### src/rtl/pe_nic.sv
// PE network interface: TX FIFO with VC-slot-gated injection into the router
// PE port, RX FIFO draining router ejections, saturating traffic counters.
module pe_nic #(
   parameter int FIFO_DEPTH = 4,
   parameter int CNT_W      = 16
) (
   input  logic             clk,
   input  logic             reset,
   input  logic             tx_valid,
   input  logic [63:0]      tx_data,
   output logic             tx_ready,
   output logic             rx_valid,
   output logic [63:0]      rx_data,
   input  logic             rx_ready,
   output logic             si_PE,
   output logic [63:0]      PE_in_packet,
   input  logic             ri_PE,
   input  logic             so_PE,
   input  logic [63:0]      PE_out_packet,
   output logic             ro_PE,
   input  logic             polarity,
   output logic [CNT_W-1:0] tx_count,
   output logic [CNT_W-1:0] rx_count,
   output logic             rx_overrun
);

   localparam int AW = $clog2(FIFO_DEPTH);
   localparam int CW = $clog2(FIFO_DEPTH + 1);

   typedef enum logic [1:0] {IDLE, WAIT_SLOT, SEND} inj_state_e;

   logic [63:0]      tx_mem_q [FIFO_DEPTH];
   logic [63:0]      tx_mem_d [FIFO_DEPTH];
   logic [63:0]      rx_mem_q [FIFO_DEPTH];
   logic [63:0]      rx_mem_d [FIFO_DEPTH];
   logic [AW-1:0]    tx_wp_q, tx_wp_d, tx_rp_q, tx_rp_d;
   logic [AW-1:0]    rx_wp_q, rx_wp_d, rx_rp_q, rx_rp_d;
   logic [CW-1:0]    tx_cnt_q, tx_cnt_d, rx_cnt_q, rx_cnt_d;
   logic [CNT_W-1:0] tx_count_q, tx_count_d;
   logic [CNT_W-1:0] rx_count_q, rx_count_d;
   logic             rx_ovr_q, rx_ovr_d;

   inj_state_e  state;
   logic        tx_empty, tx_full, rx_empty, rx_full;
   logic        tx_push, tx_pop, rx_push, rx_pop;
   logic [63:0] tx_head, rx_head;

   // Handshake outputs are forced low while reset is held.
   always_comb begin
      tx_empty = (tx_cnt_q == '0);
      tx_full  = (tx_cnt_q == CW'(FIFO_DEPTH));
      rx_empty = (rx_cnt_q == '0);
      rx_full  = (rx_cnt_q == CW'(FIFO_DEPTH));
      tx_head  = tx_mem_q[tx_rp_q];
      rx_head  = rx_mem_q[rx_rp_q];
      state    = IDLE;
      if (!tx_empty) begin
         if (tx_head[63] == polarity) state = SEND;
         else                         state = WAIT_SLOT;
      end
      tx_ready     = reset && !tx_full;
      ro_PE        = reset && !rx_full;
      rx_valid     = reset && !rx_empty;
      si_PE        = reset && (state == SEND);
      rx_data      = rx_valid ? rx_head : 64'h0;
      PE_in_packet = (reset && !tx_empty) ? tx_head : 64'h0;
      tx_push      = tx_valid && tx_ready;
      tx_pop       = si_PE && ri_PE;
      rx_push      = so_PE && ro_PE;
      rx_pop       = rx_valid && rx_ready;
      tx_count     = tx_count_q;
      rx_count     = rx_count_q;
      rx_overrun   = rx_ovr_q;
   end

   always_comb begin
      tx_mem_d   = tx_mem_q;
      rx_mem_d   = rx_mem_q;
      tx_wp_d    = tx_wp_q;
      tx_rp_d    = tx_rp_q;
      rx_wp_d    = rx_wp_q;
      rx_rp_d    = rx_rp_q;
      tx_cnt_d   = tx_cnt_q;
      rx_cnt_d   = rx_cnt_q;
      tx_count_d = tx_count_q;
      rx_count_d = rx_count_q;
      rx_ovr_d   = rx_ovr_q || (so_PE && !ro_PE);
      if (tx_push) begin
         tx_mem_d[tx_wp_q] = tx_data;
         tx_wp_d = tx_wp_q + AW'(1);
      end
      if (tx_pop) begin
         tx_rp_d = tx_rp_q + AW'(1);
         if (tx_count_q != {CNT_W{1'b1}})
            tx_count_d = tx_count_q + CNT_W'(1);
      end
      if (rx_push) begin
         rx_mem_d[rx_wp_q] = PE_out_packet;
         rx_wp_d = rx_wp_q + AW'(1);
         if (rx_count_q != {CNT_W{1'b1}})
            rx_count_d = rx_count_q + CNT_W'(1);
      end
      if (rx_pop) rx_rp_d = rx_rp_q + AW'(1);
      if (tx_push && !tx_pop) tx_cnt_d = tx_cnt_q + CW'(1);
      if (!tx_push && tx_pop) tx_cnt_d = tx_cnt_q - CW'(1);
      if (rx_push && !rx_pop) rx_cnt_d = rx_cnt_q + CW'(1);
      if (!rx_push && rx_pop) rx_cnt_d = rx_cnt_q - CW'(1);
   end

   always_ff @(posedge clk) begin
      tx_mem_q <= tx_mem_d;
      rx_mem_q <= rx_mem_d;
   end

   always_ff @(posedge clk) begin
      if (!reset) begin
         tx_wp_q    <= '0;
         tx_rp_q    <= '0;
         rx_wp_q    <= '0;
         rx_rp_q    <= '0;
         tx_cnt_q   <= '0;
         rx_cnt_q   <= '0;
         tx_count_q <= '0;
         rx_count_q <= '0;
         rx_ovr_q   <= 1'b0;
      end else begin
         tx_wp_q    <= tx_wp_d;
         tx_rp_q    <= tx_rp_d;
         rx_wp_q    <= rx_wp_d;
         rx_rp_q    <= rx_rp_d;
         tx_cnt_q   <= tx_cnt_d;
         rx_cnt_q   <= rx_cnt_d;
         tx_count_q <= tx_count_d;
         rx_count_q <= rx_count_d;
         rx_ovr_q   <= rx_ovr_d;
      end
   end

endmodule

### config.mk
export PLATFORM = sky130hd
export DESIGN_NAME = pe_nic
export DESIGN_NICKNAME = d
export VERILOG_FILES = /design/src/rtl/pe_nic.sv
export SDC_FILE = /design/constraint.sdc
export NUM_CORES = 1
export LEC_CHECK = 0
export CAP_MARGIN = 5
export CORE_ASPECT_RATIO = 0.7
export CORE_MARGIN = 3
export CORE_UTILIZATION = 43
export CTS_CLUSTER_SIZE = 28
export DETAILED_ROUTE_END_ITERATION = 12
export GPL_TIMING_DRIVEN = 0
export MAX_ROUTING_LAYER = met4
export PLACE_DENSITY = 0.74
export SYNTH_ARGS = -nofsm -noshare
export SYNTH_HDL_FRONTEND = slang
export SYNTH_SLANG_ARGS = --single-unit
### constraint.sdc
create_clock -name clk -period 5.3 [get_ports clk]
set_input_delay 1.06 -clock clk [delete_from_list [all_inputs] [get_ports clk]]
set_output_delay 1.06 -clock clk [all_outputs]
set_load 0.01 [all_outputs]
After elaboration in Yosys (flattened, before gate mapping):

Cells that the tools add are included.

* RAM bits: 0
* memory bits (read-only): 0
* bits in latches: 0
* memories: 0
* bits of input ports: 135
* register bits after elaboration: 559
* word-level logic and storage cells: 95

* shifts and indexed selects: 0
* muxes and demuxes: 20
* add/subtract/negate cells: 10
* equal/unequal tests: 6
* div/mod/pow operators: 0
* order comparisons: 6
* bitwise gates (word level): 4
* multipliers: 0
* reductions and logical operators: 32

Operators by type and width (number)
* bitwise mux 256 bit: 2
* two-way mux 64 bit: 8
* binary-select mux 64 bit (select 2 bit): 2
* demux 64 bit (select 2 bit): 2
* adder 16 x 1 -> 16 bit (second input constant): 2
* != test 16 bit (second input constant): 2
* logical AND 1 bit: 16
* >= comparator 3 bit (second input constant): 4
* two-way mux 3 bit: 4
* inverter 2 -> 3 bit: 4
* logical NOT 1 bit: 9
* adder 2 x 1 -> 2 bit (second input constant): 4
* adder 3 x 1 -> 3 bit (second input constant): 2
* equality test 3 bit (second input constant): 2
* logical NOT 3 bit: 2
* < comparator 3 x 1 -> 1 bit (second input constant): 2
* subtractor 3 x 1 -> 3 bit (second input constant): 2
* two-way mux 2 bit: 2
* AND reduction 2 bit: 2
* nonzero test 2 bit: 2
* equality test 2 bit (second input constant): 1
* equality test 1 bit: 1
* logical OR 1 bit: 1

Logic depth before layout (Yosys ltp):

* word-level depth: 14
* depth in mapped cells: 10

Worst setup path after synthesis:

No wires, ideal clock.

* kind: input -> register
* from: input reset
* to: register tx_mem_q[0] (netlist name) (enable)
* arrival time: 3.118 ns
* cell stages on the path: 3
* path slack: 1.753 ns
* cell sequence: inv_1 > a31oi_1 > and3_1

* cells in the longest elaborated chain, start to end: 2

Ends and longest elaborated chain
* from (decl): RTL line 8 `input logic reset,`
* logical AND 1 bit: RTL line 61 `tx_ready = reset && !tx_full;`
* named net tx_ready: RTL line 11 `output logic tx_ready,`
* logical AND 1 bit: RTL line 67 `tx_push = tx_valid && tx_ready;`
* to (signal assigned): RTL line 111 `tx_mem_q <= tx_mem_d;`
* to (decl): RTL line 32 `logic [63:0] tx_mem_q [FIFO_DEPTH];`

The timed path passes the listed nets, and every way through them passes these cells.
A chain may end at the register's enable or synchronous reset.

Worst setup path in the final report:

* from: input reset
* to: output PE_in_packet[28]

* cells in the longest elaborated chain, start to end: 2

Ends and longest elaborated chain
* logical AND 1 bit: RTL line 66 `PE_in_packet = (reset && !tx_empty) ? tx_head : 64'h0;`
* two-way mux 64 bit: RTL line 66
* to (decl): RTL line 16 `output logic [63:0] PE_in_packet,`

Every way passes these cells.

==> results.cfg <==
[run_status]
status = completed

[grt]
grt_overflow_total = 0
grt_use_met1_pct = 25.9
grt_max_degree = 58
grt_busiest_layer = met2
met2_usage_pct = 28.8
grt_pass1_vias = 11900
grt_usage_pct = 18.7
antenna_found_initial = 2
grt.met3_usage_pct = 3.41
grt_pass1_wl_mm = 73.2

[pwr]
ir_drop_mv = 0.334
power.density_mw_per_mm2 = 348
p_leak_nw = 8.65
power_mw = 9.55

[finish]
area_growth_syn_to_layout_pct = 27.0
design_area_mm2 = 0.0274
fin_nets = 1600
filler_cell_count = 3818
layoutNonFillerInstCount = 2158
layout-drive-gt1-share_pct = 15.1

[synth]
synth.net_count = 1237
netlist_instances = 1088
netlist.area_leader.share_pct = 71.1
synth.area.top_cells = edfxtp_1 (71%), mux4_2 (13%), dfxtp_1 (4.4%)
synth_cell_types = 43
syn_area_per_cell_um2 = 19.9
ys.flop_type = edfxtp_1
ys_async_sr_fraction_pct = 0
synth_edf_count = 512
ys_ff_latch = 559
syn_area_mm2 = 0.0216
yosysTopAreaCell = edfxtp_1
seq_area_frac_synth_pct = 75.5
synth_warnings = 0

[cts]
postCtsSetupBuffers = 0
clockRootBuffer = clkbuf_16
clk_pin_slew_ps = 60
cts_buffers = 54
cts_resized = 0
holdBufCountCts = 0
cts_buffer_depth = 3
insertion_delay_ps = 600
ctsHtreeMaxLevel = 2
cts_tree = built
clkSinkCount = 559

[worst_hold_path]
hp-start = rx_overrun
min_path_type = reg2reg

[critical_path]
crit_path_start = reset
critPathCaptureType = output port
arrival_ps = 3900
cp_max_fo = 10
path_cells = clkdlybuf4s50_1, o31a_1, clkbuf_1, clkbuf_1, and2_1, clkdlybuf4s50_1
path_buf_inv = 4
slowest_delay_ps = 750
critical-path-top-delay-family = buffers and inverters
critPathLaunchType = input pin
crit_type = in2out
crit_slowest_cell = clkdlybuf4s50_1
cp.required_ps = 4240
r2r_start = tx_rp_q[0]

[timing]
slew_viol_final = 0
final-hold-violation-count = 0
fin_crit_ps = 4960
setup_tns_ps = 0
period_share_pct = 93.6
setup_viol = 0
slew_headroom_pct = 37.1
tightest_slew_ps = 943
hold_slack_ps = 497
rsz0062_at_grt = false
fin_skew_ps = 22.9
fmax_mhz = 202

[route]
viasPerCell = 5.23
first_pass_iters = 5
drc = 0
num_vias = 11300
drt-initial-drc-count = 913
drt_wl_total_mm = 46.9
ant_nets = 0
wire_per_inst_um = 21.7

[die]
die_y_um = 194
start_util_pct = 43.6
die_x_um = 274
placeableCoreArea_mm2 = 0.0495
fp.dieArea_mm2 = 0.0530
rows = 68
ios = 300

[placement]
post_dp_cell_area_mm2 = 0.0257
dp_hpwl_mm = 31.2
port_buffers = 299
gp_congestion = 0.808
place_inst = 2060

[run]
maxCapViolations = 0
power by group:
| part | internal (mW) | switching (mW) |
|---|---|---|
| sequential | 4.94 | 0.0334 |
| clock | 2.18 | 1.63 |
| combinational | 0.406 | 0.368 |
cell usage after synthesis (2+ instances only):
| master | n |
|---|---|
| or3_1 | 8 |
| xor2_1 | 7 |
| nand2b_1 | 4 |
| o31a_1 | 2 |
| and3_1 | 7 |
| nor3_1 | 5 |
| nand3_1 | 7 |
| ha_1 | 12 |
| a31o_2 | 2 |
| dfxtp_1 | 47 |
| edfxtp_1 | 512 |
| and2_1 | 136 |
| nand4_1 | 13 |
| buf_1 | 17 |
| nor2_1 | 23 |
| nand2_1 | 32 |
| o21ai_0 | 10 |
| and4_1 | 4 |
| a21oi_1 | 13 |
| nand3b_1 | 2 |
| mux2i_1 | 13 |
| xnor2_1 | 10 |
| fa_1 | 2 |
| nor4_1 | 3 |
| or2_2 | 2 |
| or4_1 | 2 |
| a31oi_1 | 2 |
| o31ai_1 | 3 |
| inv_1 | 17 |
| clkbuf_1 | 31 |
| mux4_2 | 128 |
through the flow:
step                worst slack [ps]  util (%)
detailed placement               271      51.9
CTS                              230      55.4
global route                     172      55.4
finish                           338      55.4
global placement                -369      51.4
floorplan                       1750         -
routing by layer:
metal  routed length [um]  share of wire, %  up-vias
li1                     -                 -     5075
met1                20500                44     5833
met2                22900                49      312
met3                 2680               5.7       64
met4                  812               1.7        0
met5                    0                 0        -
registers in the layout (all words and copies together), names as in the netlist:
register    count
tx_rp_q         2
rx_rp_q         2
rx_cnt_q        3
rx_wp_q         2
rx_overrun      1
tx_wp_q         2
rx_count       16
tx_count       16
rx_mem_q      256
tx_mem_q      256
tx_cnt_q        3
cells by family (layout without fill, tap and decap cells):
kind of cell	Yosys count	count (layout)	share of synthesized area [%]
other	0	1	0
adder cells (fa/ha/maj)	14	14	0.880
multiplexers	141	141	13.9
buffers and inverters	66	470	1.15
XOR/XNOR	17	17	0.689
AO/OA/AOI/OAI	39	39	1.16
AND/OR/NAND/NOR	252	252	6.69
flip-flops	559	559	75.5
placed cells by master, fill, tap and decap left out, drive strengths merged, types with 20 or more instances in the layout:
cell / netlist / layout
and2: 137 / 137
inv: 17 / 21
mux4: 128 / 128
buf: 18 / 26
dfxtp: 47 / 47
nor2: 23 / 23
clkinv: 0 / 20
nand2: 32 / 32
clkbuf: 31 / 97
clkdlybuf4s50: 0 / 299
edfxtp: 512 / 512
final timing paths:
kind              slack (ps)          endpoint  cells past startpoint
setup / recovery         340  PE_in_packet[28]                      6
hold / removal           500        rx_overrun                      2
setup reg to reg        2180       tx_cnt_q[2]                      9
hold reg to reg          500        rx_overrun                      2
worst min-delay path, stage by stage (launching register included):
cell     delay (ps)
dfxtp_1         340
a41oi_1          50
nor2_1           70
layout make-up:
type	count	area, um2	area share, %
multi-input combinational	463	5080	18.5
antenna	1	2.50	0.00912
timing repair buffer	307	3210	11.7
sequential	559	16300	59.5
clock inverter	31	352	1.28
inverter	17	63.8	0.233
clock buffer	66	1400	5.09
tap	665	832	3.03
buffer	49	185	0.675
No activity file was read; power rests on OpenSTA's default activity.
